$ cat src/rtl/odd_parity_rx_pkg.sv
// Shared definitions for the 8-bit odd-parity serial link (generator and receiver).
// Latency: n/a (types, constants and a pure function only).
// Backpressure: n/a.
package odd_parity_pkg;

    localparam int ODD_PARITY_DATA_W = 8;

    typedef enum logic [1:0] {
        ST_IDLE   = 2'd0,
        ST_DATA   = 2'd1,
        ST_PARITY = 2'd2,
        ST_STOP   = 2'd3
    } rx_state_t;

    // Parity bit the generator appends: makes data plus parity hold an odd number of ones.
    function automatic logic odd_parity_bit(input logic [ODD_PARITY_DATA_W-1:0] data);
        return ~(^data);
    endfunction

endpackage

$ cat src/rtl/odd_parity_rx_if.sv
// Bundle of serial-input and byte-output signals of odd_parity_rx.
// Latency: n/a (wiring only).
// Backpressure: out_valid/out_ready handshake on the byte side; serial side has none.
// Optional: ODD_PARITY_RX_ERR_CNT_EN adds the err_count signal.
// Modports: master = line sampler + byte consumer, slave = the receiver.
interface odd_parity_rx_if #(
    parameter int DATA_W = 8
);
    logic              sin;
    logic              sin_valid;
    logic [DATA_W-1:0] out_data;
    logic              out_parity_err;
    logic              out_frame_err;
    logic              out_valid;
    logic              out_ready;
    logic              overrun;
    logic              busy;
`ifdef ODD_PARITY_RX_ERR_CNT_EN
    logic [7:0]        err_count;
`endif

    modport master (
        output sin,
        output sin_valid,
        output out_ready,
        input  out_data,
        input  out_parity_err,
        input  out_frame_err,
        input  out_valid,
        input  overrun,
        input  busy
`ifdef ODD_PARITY_RX_ERR_CNT_EN
        ,
        input  err_count
`endif
    );

    modport slave (
        input  sin,
        input  sin_valid,
        input  out_ready,
        output out_data,
        output out_parity_err,
        output out_frame_err,
        output out_valid,
        output overrun,
        output busy
`ifdef ODD_PARITY_RX_ERR_CNT_EN
        ,
        output err_count
`endif
    );

endinterface

$ cat src/rtl/odd_parity_out_reg.sv
// Single-entry valid/ready holding register for received frames, with overrun detection.
// Latency: a load appears on the outputs the cycle after load_vld.
// Backpressure: a load while a frame is held and out_rdy=0 is dropped and pulses overrun.
// Ports: load_* from the deserializer (one-cycle strobe), out_* to the consumer, overrun pulse.
module odd_parity_out_reg #(
    parameter int DATA_W = 8
) (
    input  logic              clk,
    input  logic              rst_n,
    input  logic              load_vld,
    input  logic [DATA_W-1:0] load_dat,
    input  logic              load_perr,
    input  logic              load_ferr,
    input  logic              out_rdy,
    output logic [DATA_W-1:0] out_dat,
    output logic              out_perr,
    output logic              out_ferr,
    output logic              out_vld,
    output logic              overrun
);

    logic [DATA_W-1:0] dat_q, dat_d;
    logic              perr_q, perr_d;
    logic              ferr_q, ferr_d;
    logic              vld_q, vld_d;
    logic              ovr_q, ovr_d;

    always_comb begin
        dat_d  = dat_q;
        perr_d = perr_q;
        ferr_d = ferr_q;
        vld_d  = vld_q;
        ovr_d  = 1'b0;

        if (vld_q && out_rdy) begin
            vld_d = 1'b0;
        end

        if (load_vld) begin
            // Slot is free if empty or being drained this very cycle.
            if (!vld_q || out_rdy) begin
                vld_d  = 1'b1;
                dat_d  = load_dat;
                perr_d = load_perr;
                ferr_d = load_ferr;
            end else begin
                ovr_d = 1'b1;
            end
        end
    end

    always_ff @(posedge clk or negedge rst_n) begin
        if (!rst_n) begin
            dat_q  <= '0;
            perr_q <= 1'b0;
            ferr_q <= 1'b0;
            vld_q  <= 1'b0;
            ovr_q  <= 1'b0;
        end else begin
            dat_q  <= dat_d;
            perr_q <= perr_d;
            ferr_q <= ferr_d;
            vld_q  <= vld_d;
            ovr_q  <= ovr_d;
        end
    end

    assign out_dat  = dat_q;
    assign out_perr = perr_q;
    assign out_ferr = ferr_q;
    assign out_vld  = vld_q;
    assign overrun  = ovr_q;

endmodule

$ cat src/rtl/odd_parity_rx.sv
// Odd-parity serial frame receiver: start, DATA_W bits LSB first, parity, stop.
// Latency: out_valid visible the cycle after the stop-bit strobe.
// Backpressure: one held frame; a new frame arriving while held and not ready is dropped (overrun).
// Ports: clk, rst_n (async active-low), bus (odd_parity_rx_if.slave).
// Optional: ODD_PARITY_RX_ERR_CNT_EN adds a saturating 8-bit error counter on bus.err_count.
module odd_parity_rx
    import odd_parity_pkg::*;
#(
    parameter int DATA_W = ODD_PARITY_DATA_W
) (
    input  logic           clk,
    input  logic           rst_n,
    odd_parity_rx_if.slave bus
);

    localparam int IDX_W = (DATA_W > 1) ? $clog2(DATA_W) : 1;
    localparam logic [IDX_W-1:0] LAST_IDX = IDX_W'(DATA_W - 1);

    rx_state_t         state_q, state_d;
    logic [IDX_W-1:0]  bit_idx_q, bit_idx_d;
    logic [DATA_W-1:0] shift_q, shift_d;
    logic              par_q, par_d;
    logic              busy_q, busy_d;

    logic              frame_done;
    logic              frame_perr;
    logic              frame_ferr;

    always_comb begin
        state_d    = state_q;
        bit_idx_d  = bit_idx_q;
        shift_d    = shift_q;
        par_d      = par_q;
        frame_done = 1'b0;

        if (bus.sin_valid) begin
            case (state_q)
                ST_IDLE: begin
                    if (!bus.sin) begin
                        state_d   = ST_DATA;
                        bit_idx_d = '0;
                    end
                end
                ST_DATA: begin
                    // LSB arrives first, so shift in from the top.
                    shift_d = {bus.sin, shift_q[DATA_W-1:1]};
                    if (bit_idx_q == LAST_IDX) begin
                        state_d = ST_PARITY;
                    end else begin
                        bit_idx_d = bit_idx_q + 1'b1;
                    end
                end
                ST_PARITY: begin
                    par_d   = bus.sin;
                    state_d = ST_STOP;
                end
                ST_STOP: begin
                    // A low stop bit is a framing error, never a new start bit.
                    frame_done = 1'b1;
                    state_d    = ST_IDLE;
                end
                default: state_d = ST_IDLE;
            endcase
        end

        busy_d = (state_d != ST_IDLE);
    end

    assign frame_perr = (par_q != odd_parity_bit(shift_q));
    assign frame_ferr = ~bus.sin;

    always_ff @(posedge clk or negedge rst_n) begin
        if (!rst_n) begin
            state_q   <= ST_IDLE;
            bit_idx_q <= '0;
            shift_q   <= '0;
            par_q     <= 1'b0;
            busy_q    <= 1'b0;
        end else begin
            state_q   <= state_d;
            bit_idx_q <= bit_idx_d;
            shift_q   <= shift_d;
            par_q     <= par_d;
            busy_q    <= busy_d;
        end
    end

    assign bus.busy = busy_q;

    logic [DATA_W-1:0] o_dat;
    logic              o_perr;
    logic              o_ferr;
    logic              o_vld;
    logic              o_ovr;

    odd_parity_out_reg #(
        .DATA_W (DATA_W)
    ) u_out_reg (
        .clk       (clk),
        .rst_n     (rst_n),
        .load_vld  (frame_done),
        .load_dat  (shift_q),
        .load_perr (frame_perr),
        .load_ferr (frame_ferr),
        .out_rdy   (bus.out_ready),
        .out_dat   (o_dat),
        .out_perr  (o_perr),
        .out_ferr  (o_ferr),
        .out_vld   (o_vld),
        .overrun   (o_ovr)
    );

    assign bus.out_data       = o_dat;
    assign bus.out_parity_err = o_perr;
    assign bus.out_frame_err  = o_ferr;
    assign bus.out_valid      = o_vld;
    assign bus.overrun        = o_ovr;

`ifdef ODD_PARITY_RX_ERR_CNT_EN
    logic [7:0] err_cnt_q, err_cnt_d;

    // Counts every completed bad frame, stored or dropped; sticks at 255.
    always_comb begin
        err_cnt_d = err_cnt_q;
        if (frame_done && (frame_perr || frame_ferr) && (err_cnt_q != 8'hFF)) begin
            err_cnt_d = err_cnt_q + 8'd1;
        end
    end

    always_ff @(posedge clk or negedge rst_n) begin
        if (!rst_n) begin
            err_cnt_q <= 8'd0;
        end else begin
            err_cnt_q <= err_cnt_d;
        end
    end

    assign bus.err_count = err_cnt_q;
`endif

endmodule

$ cat src/flat_wrapper.sv
// flat-port wrapper written by rule: the top's interface ports become plain ports
module odd_parity_rx_flat import odd_parity_pkg::*;
#(
    parameter int DATA_W = ODD_PARITY_DATA_W
)
  (clk, rst_n, bus_sin, bus_sin_valid, bus_out_ready, bus_out_data, bus_out_parity_err, bus_out_frame_err, bus_out_valid, bus_overrun, bus_busy);
  odd_parity_rx_if #(.DATA_W(DATA_W)) bus_i ();
  input  logic clk;
  input  logic rst_n;
  input wire logic [$bits(bus_i.sin)-1:0] bus_sin;
  input wire logic [$bits(bus_i.sin_valid)-1:0] bus_sin_valid;
  input wire logic [$bits(bus_i.out_ready)-1:0] bus_out_ready;
  output wire logic [$bits(bus_i.out_data)-1:0] bus_out_data;
  output wire logic [$bits(bus_i.out_parity_err)-1:0] bus_out_parity_err;
  output wire logic [$bits(bus_i.out_frame_err)-1:0] bus_out_frame_err;
  output wire logic [$bits(bus_i.out_valid)-1:0] bus_out_valid;
  output wire logic [$bits(bus_i.overrun)-1:0] bus_overrun;
  output wire logic [$bits(bus_i.busy)-1:0] bus_busy;
  assign bus_i.sin = bus_sin;
  assign bus_i.sin_valid = bus_sin_valid;
  assign bus_i.out_ready = bus_out_ready;
  assign bus_out_data = bus_i.out_data;
  assign bus_out_parity_err = bus_i.out_parity_err;
  assign bus_out_frame_err = bus_i.out_frame_err;
  assign bus_out_valid = bus_i.out_valid;
  assign bus_overrun = bus_i.overrun;
  assign bus_busy = bus_i.busy;
  odd_parity_rx #(.DATA_W(DATA_W)) u_core (.clk(clk), .rst_n(rst_n), .bus(bus_i));
endmodule
$ cat config.mk
export PLATFORM = sky130hd
export DESIGN_NAME = odd_parity_rx_flat
export DESIGN_NICKNAME = d
export VERILOG_FILES = /design/src/rtl/odd_parity_rx_pkg.sv /design/src/rtl/odd_parity_rx_if.sv /design/src/rtl/odd_parity_out_reg.sv /design/src/rtl/odd_parity_rx.sv /design/src/flat_wrapper.sv
export SDC_FILE = /design/constraint.sdc
export NUM_CORES = 1
export LEC_CHECK = 0
export CAP_MARGIN = 20
export CORE_MARGIN = 5
export CORE_UTILIZATION = 35
export DETAILED_ROUTE_END_ITERATION = 6
export HOLD_SLACK_MARGIN = 0.12
export PLACE_DENSITY = 0.56
export SLEW_MARGIN = 20
export SYNTH_ARGS = -nofsm -noshare
export SYNTH_HDL_FRONTEND = slang
export SYNTH_SLANG_ARGS = --single-unit
export TNS_END_PERCENT = 5
$ cat constraint.sdc
create_clock -name clk -period 2 [get_ports clk]
set_clock_uncertainty 0.05 [all_clocks]
set_input_delay 0.2 -clock clk [delete_from_list [all_inputs] [get_ports clk]]
set_output_delay 0.2 -clock clk [all_outputs]
set_load 0.05 [all_outputs]
# After elaboration in Yosys (flattened, before gate mapping)
# Index checks and enable logic that the tools add are counted.
totals:
  ramBits: 0
  n_memories: 0
  word_cells: 45
  in_bits: 5
  rom_bits: 0
  regBits: 27
  output_inout_bits: 13
  latchBits: 0
classes:
  shifts: 0
  n_eq_ne: 7
  bitwise_logic: 2
  n_addsub: 1
  mul: 0
  magnitude_cmp: 0
  reduce_logical: 11
  n_mux: 14
  div: 0
op_table:
  columns: ["cell", "count"]
  rows:
  - ["$pmux W2 S4", 1]
  - ["$reduce_xor A8 Y1", 1]
  - ["$mux W1", 7]
  - ["$mux W2", 3]
  - ["$mux W3", 2]
  - ["$pmux W3 S2", 1]
  - ["$reduce_and A2 Y1", 3]
  - ["$eq A2 B2 Y1 const B", 2]
  - ["$ne A2 B2 Y1 const B", 2]
  - ["$reduce_and A4 Y1", 1]
  - ["$reduce_bool A2 Y1", 2]
  - ["$add A3 B1 Y3 const B", 1]
  - ["$eq A3 B3 Y1 const B", 1]
  - ["$eq A2 B1 Y1 const B", 1]
  - ["$logic_not A2 Y1", 1]
  - ["$not A1 Y1", 2]
  - ["$logic_and A1 B1 Y1", 1]
  - ["$logic_not A1 Y1", 1]
  - ["$logic_or A1 B1 Y1", 1]
  - ["$ne A1 B1 Y1", 1]

# Depth between registers and ports, before layout
depth:
  ltp_word: 5
  ltp_mapped: 6
  ltp_nobuf: 6

# Hierarchy
# Synthesis repeated with hierarchy kept, for this count alone.
hier_totals:
  cells_unflattened: 86
  hier_area_um2: 1211.2
modules_own_cells:
  columns: ["mod", "cells_per_inst", "seq_area_each_um2", "instances", "area_per_inst_um2"]
  rows:
  - ["odd_parity_rx", 59, 375.4, 1, 724.4]
  - ["odd_parity_out_reg", 27, 300.3, 1, 486.7]

# Least setup slack after synthesis
# No wires, ideal clock.
synth_timing:
  kind: "register to register"
  start: "register u_core.u_out_reg.vld_q (netlist: u_core.u_out_reg.out_vld)"
  end: "register u_core.u_out_reg.dat_q[0] (netlist: u_core.u_out_reg.out_dat[0])"
  setup_time_ps: 125
  stages_incl_launch_ff: 5
  arrival_ps: 1408
  setup_slack_ps: 417
  path_cell_list: "dfrtp_1 nand2b_1 nor2b_1 buf_4 mux2_2"
synth_between:
  elab_chain_len: 3
synth_lines:
  columns: ["element", "line_no", "text"]
  rows:
  - ["from (decl)", "odd_parity_out_reg.sv:25", "logic vld_q, vld_d;"]
  - ["from (signal assigned)", "odd_parity_out_reg.sv:63", "vld_q <= vld_d;"]
  - ["$logic_not A1 Y1", "odd_parity_out_reg.sv:41", "if (!vld_q || out_rdy) begin"]
  - ["$logic_or A1 B1 Y1", "odd_parity_out_reg.sv:41", null]
  - ["$reduce_and A2 Y1 (no source line)", null, null]
  - ["to (signal assigned)", "odd_parity_out_reg.sv:60", "dat_q <= dat_d;"]
  - ["to (decl)", "odd_parity_out_reg.sv:22", "logic [DATA_W-1:0] dat_q, dat_d;"]
# No other way between the ends.
# A chain may end at the register's enable or synchronous reset.

# Worst setup path in the final report
layout_timing:
  start: "register u_core.u_out_reg.dat_q[6] (netlist: u_core.u_out_reg.out_dat[6])"
  end: "output bus_out_data[6]"
layout_rtl:
  columns: ["element", "line_no", "text"]
  rows:
  - ["to (decl)", "flat_wrapper.sv:13", "output wire logic [$bits(bus_i.out_data)-1:0] bus_out_data;"]
# No word-level cell between the ends.

==> results_dict.tcl <==
set metrics [dict create \
    cts_root_buffer "clkbuf_4" \
    required_ns 1.75 \
    cts_tree "built" \
    vdd_drop_max_mv 0.7213 \
    cts_setup_buffers 0 \
    finalHoldViolCount 0 \
    run_status "completed" \
    synth_top_area_cell "dfrtp_1" \
    synth_area_um2 1164 \
    finalNonFillerCells 157 \
    yosysWarnings 0 \
    dieHeight_um 67.66 \
    die_x_um 67.66 \
    vias 715 \
    powerDensity_nw_per_um2 1732 \
    cp_max_fo 2 \
    postSynthCellCount 90 \
    p_total_mw 2.451 \
    row_count 21 \
    hpwl_um 1326 \
    grt.overflow.total 0 \
    synthAdderAreaFrac 0.02151 \
    drv_cap 0 \
    cp_num_buf_inv 1 \
    cp_data_arrival_time_ns 1.51 \
    fin_nets 119 \
    placed_area_um2 1388 \
    setup_viol_count_final 0 \
    muxShareOfSynthArea 0.1731 \
    antenna-diode-count 0 \
    dr.pass1.iters 4 \
    drt_wl_total_um 1825 \
    viasPerCell 4.554 \
    final.min_clock_period_ns 1.758 \
    numPlacedInstances 153 \
    ys_seq_area_frac 0.5806 \
    combPwrFrac 0.515 \
    hold_buffers 0 \
    path_cells "clkdlybuf4s50_1" \
    cp_top_family "buffers and inverters" \
    drive_above_1_share 0.2162 \
    clk_pin_slew_ns 0.14 \
    grt_antenna_before_repair 0 \
    seqPwrFrac 0.390 \
    synth_seq_cells 27 \
    max_stage_delay_ns 0.80 \
    end_kind "output port" \
    cts-resized-gates 0 \
    synthesis.nets 97 \
    sw_frac_of_total 0.4058 \
    ant_nets 0 \
    grt_max_degree 28 \
    synthXorXnorAreaFrac 0.06452 \
    worst_path_max_delay_cell "clkdlybuf4s50_1" \
    clk_path_buf_depth 2 \
    synth_compound_area_frac 0.05376 \
    port_buffers 17 \
    internal_power_mw 1.456 \
    syn-mean-instance-area_um2 12.93 \
    final_area_um2 1415 \
    synth_top_family_by_area "multiplexers" \
    gp_congestion 0.8291 \
    final_common_cell "dfrtp_1" \
    clock.fmax_mhz 568.7 \
    core_um2 3284 \
    final.period_utilization 0.8791 \
    ys_types 22 \
    cts.sinks 27 \
    area_growth_syn_to_layout_pct 21.61 \
    hold-worst-slack_ns 0.1760 \
    cts_made_buffers 3 \
    grt_util_all_layers 0.09377 \
    finalCoreUtilization 0.4309 \
    slew_headroom 0.6653 \
    grt_pass1_wl_um 3222 \
    clkPwrFrac 0.095 \
    synth_area_leaders "dfrtp_1 (58%), mux2_2 (16%), xnor2_1 (3.8%)" \
    synth-simple-area-share 0.08065 \
    wl_per_cell_um 11.62 \
    drc 0 \
    p_sw_uw 994.4 \
    critical_path_class "reg2out" \
    layout_common_cells "dfrtp_1 (27), mux2_2 (17), clkdlybuf4s50_1 (17)" \
    power_leakage_nw 0.6281 \
    clock_latency_ns 0.32 \
    hold_class "in2async" \
    setup_tns_ns 0 \
    start_util 0.3543 \
    tightest_slew_ns 0.5005 \
    htree_levels 1 \
    grt_pass1_vias 741 \
    synth_top_area_frac 0.5806 \
    io_pins 18 \
    critPathLaunchType "register" \
    timing.final.ws_setup_ns 0.2417 \
    place_ws_ns 0.2612 \
    drt_iter0_drc 25 \
    rsz0062_at_grt "no" \
    fp.dieArea_um2 4578 \
    slew_violations 0 \
]
synth_stat cells:
| cell | count |
|---|---|
| a21o_1 | 1 |
| a21oi_1 | 3 |
| a22oi_1 | 2 |
| buf_4 | 1 |
| buf_6 | 1 |
| dfrtp_1 | 27 |
| ha_1 | 2 |
| inv_1 | 3 |
| mux2_2 | 17 |
| mux2i_1 | 1 |
| nand2_1 | 6 |
| nand2b_1 | 3 |
| nand3_1 | 2 |
| nor2_1 | 5 |
| nor2b_1 | 1 |
| nor3_1 | 1 |
| o21ai_0 | 5 |
| or2_1 | 1 |
| or2_2 | 1 |
| xnor2_1 | 5 |
| xnor3_1 | 1 |
| xor2_1 | 1 |
cell families after synthesis:
family	count (synthesis)
mux	18
fa+ha+maj	2
xor+xnor	7
simple gates	20
compound gates	11
flops	27
buf+inv	5
sequential cells by signal, summed over array words and instances (netlist names):
name and cells:
u_core.shift_q 8, u_core.u_out_reg.out_dat 8, u_core.bit_idx_q 3, u_core.state_q 2
u_core.bus.busy 1, u_core.par_q 1, u_core.u_out_reg.out_ferr 1, u_core.u_out_reg.out_perr 1
u_core.u_out_reg.out_vld 1, u_core.u_out_reg.overrun 1
area by class of cell:
| type | count | area [um2] |
|---|---|---|
| clock buffers | 3 | 22.52 |
| clock inverters | 1 | 5.005 |
| fillers | 311 | 1869 |
| inverters | 3 | 11.26 |
| multi-input cells | 58 | 457.9 |
| flip-flops and latches | 27 | 675.6 |
| well taps | 46 | 57.56 |
| repair buffers | 19 | 185.2 |
layer usage:
| layer | GRT usage | up-vias | wire length (um) |
|---|---|---|---|
| met3 | 0.04326 | 0 | 98 |
| met2 | 0.1519 | 13 | 894 |
| met1 | 0.1137 | 352 | 831 |
| met5 | 0 | - | 0 |
| li1 | - | 350 | - |
| met4 | 0.02025 | 0 | 0 |
power groups by stage:
stage                     logic (mW)  registers [mW]  clock network, mW
after floorplan                0.621            1.28                  0
after global placement          1.26           0.965                  0
after detailed placement        1.27           0.973                  0
after CTS                       1.28           0.959              0.247
after global routing            1.38           0.995              0.271
final                           1.26           0.956              0.233
final timing paths:
path | from | end | slack [ns] | depth (start not counted)
min in group clk | bus_out_ready | u_core.u_out_reg.out_vld | 0.47 | 3
worst max-delay path | u_core.u_out_reg.out_dat[6] | bus_out_data[6] | 0.24 | 1
worst min-delay path | rst_n | u_core.u_out_reg.out_dat[6] | 0.18 | 2
worst max register to register | u_core.bit_idx_q[0] | u_core.bus.busy | 0.47 | 5
worst min register to register | u_core.u_out_reg.out_dat[3] | u_core.u_out_reg.out_dat[3] | 0.47 | 1
max in group asynchronous | rst_n | u_core.state_q[1] | 1.47 | 2
Note: power is estimated with default switching activity, not from simulation.
